**config.mk**
```make
export PLATFORM = sky130hd
export DESIGN_NAME = counter_seq_ctrl_flat
export DESIGN_NICKNAME = d
export VERILOG_FILES = /design/src/rtl/counter_seq_ctrl_pkg.sv /design/src/rtl/counter_seq_ctrl_if.sv /design/src/rtl/counter_seq_ctrl_tick_gen.sv /design/src/rtl/counter_seq_ctrl.sv /design/src/flat_wrapper.sv
export SDC_FILE = /design/constraint.sdc
export NUM_CORES = 1
export LEC_CHECK = 0
export CORE_MARGIN = 5
export CORE_UTILIZATION = 41
export DETAILED_ROUTE_END_ITERATION = 8
export HOLD_SLACK_MARGIN = 0.02
export PLACE_DENSITY = 0.67
export SLEW_MARGIN = 40
export SYNTH_ARGS = -nofsm -noshare
export SYNTH_HDL_FRONTEND = slang
export SYNTH_SLANG_ARGS = --single-unit
```
**constraint.sdc**
```tcl
create_clock -name clk -period 1.7 [get_ports clk]
set_input_delay 0.17 -clock clk [delete_from_list [all_inputs] [get_ports clk]]
set_output_delay 0.17 -clock clk [all_outputs]
set_load 0.005 [all_outputs]
```
**src/rtl/counter_seq_ctrl_pkg.sv**
```systemverilog
// Shared definitions for the programmable loop counter controller.
// Contents: controller state encoding, default counter width and the
// direction encoding used for the dir input and the latched configuration.
package counter_ctrl_pkg;

    localparam int WIDTH_DEF = 4;

    localparam logic DIR_UP = 1'b0;
    localparam logic DIR_DN = 1'b1;

    typedef enum logic [1:0] {
        IDLE  = 2'd0,
        RUN   = 2'd1,
        PAUSE = 2'd2,
        DONE  = 2'd3
    } state_t;

endpackage

```
**src/rtl/counter_seq_ctrl_if.sv**
```systemverilog
// Command/status bundle between a host (FSM or pushbutton logic) and the
// counter controller.
//   master: drives start/pause/abort and the dir/limit/one_shot config,
//           observes y/busy/wrap/done.
//   slave : the controller side, the mirror image of master.
interface counter_seq_ctrl_if
    import counter_ctrl_pkg::*;
#(
    parameter int WIDTH = WIDTH_DEF
);
    logic             start;
    logic             pause;
    logic             abort;
    logic             dir;
    logic [WIDTH-1:0] limit;
    logic             one_shot;
    logic [WIDTH-1:0] y;
    logic             busy;
    logic             wrap;
    logic             done;

    modport master (
        output start, pause, abort, dir, limit, one_shot,
        input  y, busy, wrap, done
    );

    modport slave (
        input  start, pause, abort, dir, limit, one_shot,
        output y, busy, wrap, done
    );
endinterface

```
**src/rtl/counter_seq_ctrl_tick_gen.sv**
```systemverilog
// Prescaler for the counter controller: counts 0..PRESCALE-1 while en is
// high and flags the last count with tick (combinational from the
// registered count). clr restarts the count at 0.
// Ports: clk, rst (sync, active-high), clr, en, tick.
module tick_gen #(
    parameter int PRESCALE = 1
) (
    input  logic clk,
    input  logic rst,
    input  logic clr,
    input  logic en,
    output logic tick
);
    // 8 bits cover the full legal prescale range of 1..255.
    localparam int CW = 8;

    logic [CW-1:0] cnt;

    assign tick = en && (cnt == CW'(PRESCALE - 1));

    always_ff @(posedge clk) begin
        if (rst || clr) begin
            cnt <= '0;
        end else if (en) begin
            cnt <= tick ? '0 : cnt + CW'(1);
        end
    end
endmodule

```
**src/rtl/counter_seq_ctrl.sv**
```systemverilog
// Programmable up/down counter sequencer.
// Turns the free-running loop counter into one with a programmable
// direction, terminal limit, one-shot/loop mode, pause/abort and a
// prescaled step rate.
// Ports:
//   clk  - system clock, rising edge
//   rst  - synchronous active-high reset
//   bus  - slave side of counter_seq_ctrl_if: start/pause/abort commands,
//          dir/limit/one_shot config (sampled on start), and the registered
//          y/busy/wrap/done status.
module counter_seq_ctrl
    import counter_ctrl_pkg::*;
#(
    parameter int WIDTH    = WIDTH_DEF,
    parameter int PRESCALE = 1
) (
    input  logic                     clk,
    input  logic                     rst,
    counter_seq_ctrl_if.slave        bus
);
    state_t           state;
    logic [WIDTH-1:0] y_r;
    logic [WIDTH-1:0] cfg_limit;
    logic             cfg_dir;
    logic             cfg_one_shot;
    logic             busy_r;
    logic             wrap_r;
    logic             done_r;

    logic             tick;
    logic             tg_clr;
    logic             tg_en;
    logic             terminal;

    // Any accepted start (restart included) or abort rewinds the prescaler;
    // it only advances in RUN with pause low, so PAUSE resumes mid-period.
    assign tg_clr = bus.start | bus.abort;
    assign tg_en  = (state == RUN) && !bus.pause;

    tick_gen #(
        .PRESCALE (PRESCALE)
    ) u_tick_gen (
        .clk  (clk),
        .rst  (rst),
        .clr  (tg_clr),
        .en   (tg_en),
        .tick (tick)
    );

    // Terminal value: limit when counting up, zero when counting down.
    assign terminal = (cfg_dir == DIR_DN) ? (y_r == '0) : (y_r == cfg_limit);

    always_ff @(posedge clk) begin
        if (rst) begin
            state        <= IDLE;
            y_r          <= '0;
            cfg_limit    <= '0;
            cfg_dir      <= DIR_UP;
            cfg_one_shot <= 1'b0;
            busy_r       <= 1'b0;
            wrap_r       <= 1'b0;
            done_r       <= 1'b0;
        end else begin
            wrap_r <= 1'b0;
            done_r <= 1'b0;
            if (bus.abort) begin
                state  <= IDLE;
                y_r    <= '0;
                busy_r <= 1'b0;
            end else if (bus.start) begin
                cfg_dir      <= bus.dir;
                cfg_limit    <= bus.limit;
                cfg_one_shot <= bus.one_shot;
                y_r          <= (bus.dir == DIR_DN) ? bus.limit : '0;
                state        <= RUN;
                busy_r       <= 1'b1;
            end else begin
                case (state)
                    RUN: begin
                        if (bus.pause) begin
                            state <= PAUSE;
                        end else if (tick) begin
                            if (!terminal) begin
                                y_r <= (cfg_dir == DIR_DN) ? y_r - WIDTH'(1) : y_r + WIDTH'(1);
                            end else if (cfg_one_shot) begin
                                // y already sits on the terminal value; hold it.
                                done_r <= 1'b1;
                                state  <= DONE;
                                busy_r <= 1'b0;
                            end else begin
                                wrap_r <= 1'b1;
                                y_r    <= (cfg_dir == DIR_DN) ? cfg_limit : '0;
                            end
                        end
                    end
                    PAUSE: begin
                        if (!bus.pause) begin
                            state <= RUN;
                        end
                    end
                    default: begin
                    end
                endcase
            end
        end
    end

    assign bus.y    = y_r;
    assign bus.busy = busy_r;
    assign bus.wrap = wrap_r;
    assign bus.done = done_r;
endmodule

```
**src/flat_wrapper.sv**
```systemverilog
// flat-port wrapper written by rule: the top's interface ports become plain ports
module counter_seq_ctrl_flat import counter_ctrl_pkg::*;
#(
    parameter int WIDTH    = WIDTH_DEF,
    parameter int PRESCALE = 1
)
  (clk, rst, bus_start, bus_pause, bus_abort, bus_dir, bus_limit, bus_one_shot, bus_y, bus_busy, bus_wrap, bus_done);
  counter_seq_ctrl_if #(.WIDTH(WIDTH)) bus_i ();
  input  logic clk;
  input  logic rst;
  input wire logic [$bits(bus_i.start)-1:0] bus_start;
  input wire logic [$bits(bus_i.pause)-1:0] bus_pause;
  input wire logic [$bits(bus_i.abort)-1:0] bus_abort;
  input wire logic [$bits(bus_i.dir)-1:0] bus_dir;
  input wire logic [$bits(bus_i.limit)-1:0] bus_limit;
  input wire logic [$bits(bus_i.one_shot)-1:0] bus_one_shot;
  output wire logic [$bits(bus_i.y)-1:0] bus_y;
  output wire logic [$bits(bus_i.busy)-1:0] bus_busy;
  output wire logic [$bits(bus_i.wrap)-1:0] bus_wrap;
  output wire logic [$bits(bus_i.done)-1:0] bus_done;
  assign bus_i.start = bus_start;
  assign bus_i.pause = bus_pause;
  assign bus_i.abort = bus_abort;
  assign bus_i.dir = bus_dir;
  assign bus_i.limit = bus_limit;
  assign bus_i.one_shot = bus_one_shot;
  assign bus_y = bus_i.y;
  assign bus_busy = bus_i.busy;
  assign bus_wrap = bus_i.wrap;
  assign bus_done = bus_i.done;
  counter_seq_ctrl #(.WIDTH(WIDTH), .PRESCALE(PRESCALE)) u_core (.clk(clk), .rst(rst), .bus(bus_i));
endmodule
```
==> results_dict.tcl <==
set metrics [dict create \
    outcome "completed" \
    layout_commonest_cell "nor2_1" \
    avgSynthCellArea_um2 9.19 \
    pin_count 18 \
    synth_cells 139 \
    min_path_type "primary input to flip-flop" \
    synth_top_family_by_area "simple AND/OR/NAND/NOR gates" \
    rsz0062_at_grt "true" \
    first_iter_violations 23 \
    seqPwrFrac_pct 53.7 \
    cp_cell_sequence "or4b_4, nor4_4, a211oi_2, buf_4, o311a_1, nor3_2" \
    start_util_pct 42.2 \
    crit_arrival_ns 1.94 \
    synth_area_um2 1280 \
    grt_usage_pct 14.4 \
    route.detailed.drc 0 \
    slew_headroom_pct 72.5 \
    drive_above_1_share_pct 21.8 \
    grt_pass1_vias 1152 \
    worstHoldPathCells 3 \
    startpoint_type "flip-flop" \
    yosys.area_share.simple_pct 27.0 \
    cts_htree_levels 1 \
    utilization_pct 55.1 \
    cts_sinks 23 \
    cts_tree "built" \
    dpl.hpwl_um 2290 \
    num_vias 1102 \
    routed_wl_um 2760 \
    port_buffers 17 \
    numCtsBuffers 3 \
    fin_crit_sh_pct 99.1 \
    yosys_warnings 0 \
    regArea_um2 462 \
    core_um2 3030 \
    nets 191 \
    timing.final.ws_setup_ns 0.0158 \
    worstSetupStartpoint "u_core.bus.y[1]$_SDFFE_PP0P_" \
    synth_nets 155 \
    firstDrtPassIters 4 \
    dp_cells 214 \
    gr-total-overflow 0 \
    cts.hold.buffers_added 0 \
    clock-root-buffer "clkbuf_4" \
    min_period_ns 1.68 \
    p_switching_uw 292 \
    placed_area_um2 1620 \
    clockBufferDepth 2 \
    insertion_delay_ns 0.32 \
    synth_top_area_share_pct 36.0 \
    p_per_area_nw_per_um2 629 \
    antenna_left 0 \
    p_leak_nw 0.675 \
    worst_pin_slew_ns 0.409 \
    stdcell_area_um2 1670 \
    reg2reg_slack_ns 0.02 \
    hold_viol 0 \
    rr_startpoint "u_core.bus.y[1]$_SDFFE_PP0P_" \
    crit_type "flip-flop to flip-flop" \
    drv_cap 0 \
    netlist_top_cells_area "dfxtp_1 36%, xor2_1 7.5%, nor2_1 7.3%" \
    max-vdd-ir-drop_mv 0.412 \
    swShare_pct 27.8 \
    antenna_found_initial 0 \
    instances_no_fill 218 \
    worstPathMaxFanout 8 \
    grt_pass1_wl_um 4960 \
    r2r_cells 6 \
    layout_common_cells "25 x nor2_1, 22 x dfxtp_1, 18 x buf_4" \
    yosys_register_bits 23 \
    synth_top_cell_by_area "dfxtp_1" \
    die_x_um 65.8 \
    power.internal_uw 758 \
    pre_cts_ws_ns -0.00723 \
    min_from "bus_one_shot" \
    setup_viol 0 \
    fillCellCount 277 \
    die_y_um 65.8 \
    maxSlewViolCount 0 \
    fin_skew_ns 0.00355 \
    critPathMaxStageDelay_ns 0.59 \
    grt_max_degree 13 \
    viasPerCell 5.06 \
    wire_per_inst_um 12.7 \
    die_area_um2 4330 \
    critPathSlowestCell "or4b_4" \
    place.gp.congestion 0.855 \
    post_cts_buffers 0 \
    worst_setup_path_end_kind "flip-flop" \
    synth_xor_area_share_pct 8.91 \
    synth_mux_area_share_pct 3.13 \
    synth_fa_ha_area_share_pct 6.27 \
    synth_compound_area_share_pct 14.7 \
    yosysSeqAreaShare_pct 36.0 \
    worstPathRequired_ns 1.95 \
    diodes 0 \
    cts.clk_slew.worst_paths_ns 0.12 \
    fp-row-count 20 \
    clock_power_share_pct 24.7 \
    fmax_mhz 594 \
    multiInputGateArea_um2 791 \
    combPwrFrac_pct 21.7 \
    yosysUniqueCellTypes 42 \
    areaGrowthSynthToFinish_pct 30.7 \
]
## sequential cells by signal (all words and copies together), names as in the netlist
signal and flops:
u_core.cfg_limit 4, u_core.bus.busy 1, u_core.bus.done 1, u_core.u_tick_gen.cnt 8, u_core.bus.y 4, u_core.bus.wrap 1
u_core.cfg_dir 1, u_core.cfg_one_shot 1, u_core.state 2
## area by class of cell
cell class / instances / share of cell area, %
Multi-Input combinational cell: 104 / 47.4
Sequential cell: 23 / 27.7
Timing Repair Buffer: 35 / 18.3
Tap cell: 44 / 3.30
Inverter: 8 / 1.80
Clock buffer: 4 / 1.57
## power by group through the flow
stage / Clock, mW / Sequential, mW / Combinational (mW)
after floorplan: 0 / 0.577 / 0.129
after global placement: 0 / 0.576 / 0.217
after detailed placement: 0 / 0.575 / 0.222
after CTS: 0.272 / 0.564 / 0.224
after global routing: 0.304 / 0.566 / 0.250
final: 0.259 / 0.564 / 0.227
## metal layers
metal	wire length (um)	vias up	GRT usage, %
li1	-	564	-
met1	1240	514	16.4
met2	1380	18	25.8
met3	94	6	3.06
met4	49	0	5.96
met5	0	-	0
## logic make-up (layout without fill, tap and decap cells)
kind of cell             Yosys count  in the layout
AND/OR/NAND/NOR                   56             56
AO/OA/AOI/OAI                     25             25
flip-flops                        23             23
XOR/XNOR                          13             13
buffers and inverters             12             47
adder cells (fa/ha/maj)            6              6
multiplexers                       4              4
## repair_timing
item / 4_1_cts / 5_1_grt
gates cloned: 0 / 0
pin swaps: 4 / 1
gates resized for setup: 2 / 3
endpoints found under the hold margin: 0 / 0
endpoints found under the setup margin: 1 / 5
## worst max-delay path, delay by kind of cell, from the launching register on
kind	cells	cell delay, ns
AND/OR/NAND/NOR	3	0.90
AO/OA/AOI/OAI	2	0.20
flip-flops	1	0.35
buffers and inverters	1	0.17
## cell usage after synthesis (all sizes together)
cell type,instances
nand3b,1
nor2,27
or3,1
a21o,2
a31oi,5
nand3,1
a22oi,1
xnor2,2
a31o,2
a21oi,8
inv,6
buf,2
or2,1
o311a,2
mux2i,4
ha,4
o31a,1
fa,1
nor3,5
and3,6
or4b,1
nand2b,1
nand2,3
xor2,11
nor4b,1
nor3b,1
maj3,1
nor4,4
nand4,3
dfxtp,23
clkinv,2
clkbuf,2
a211oi,3
o31ai,1
## stage by stage
step	TNS (ns)	total power, mW	hold WS [ns]
after global placement	0	0.793	0.431
after detailed placement	-0.00723	0.797	0.433
after CTS	0	1.06	0.428
after floorplan	0	0.707	0.242
final	0	1.05	0.433
after global routing	-0.290	1.12	0.438
## final timing paths
kind | end
setup reg to reg | u_core.bus.y[1]$_SDFFE_PP0P_
hold reg to reg | u_core.bus.wrap$_SDFF_PP0_
setup / recovery | u_core.bus.y[1]$_SDFFE_PP0P_
hold / removal | u_core.cfg_one_shot$_SDFFE_PP0P_
Note: power is estimated with default switching activity, not from simulation.
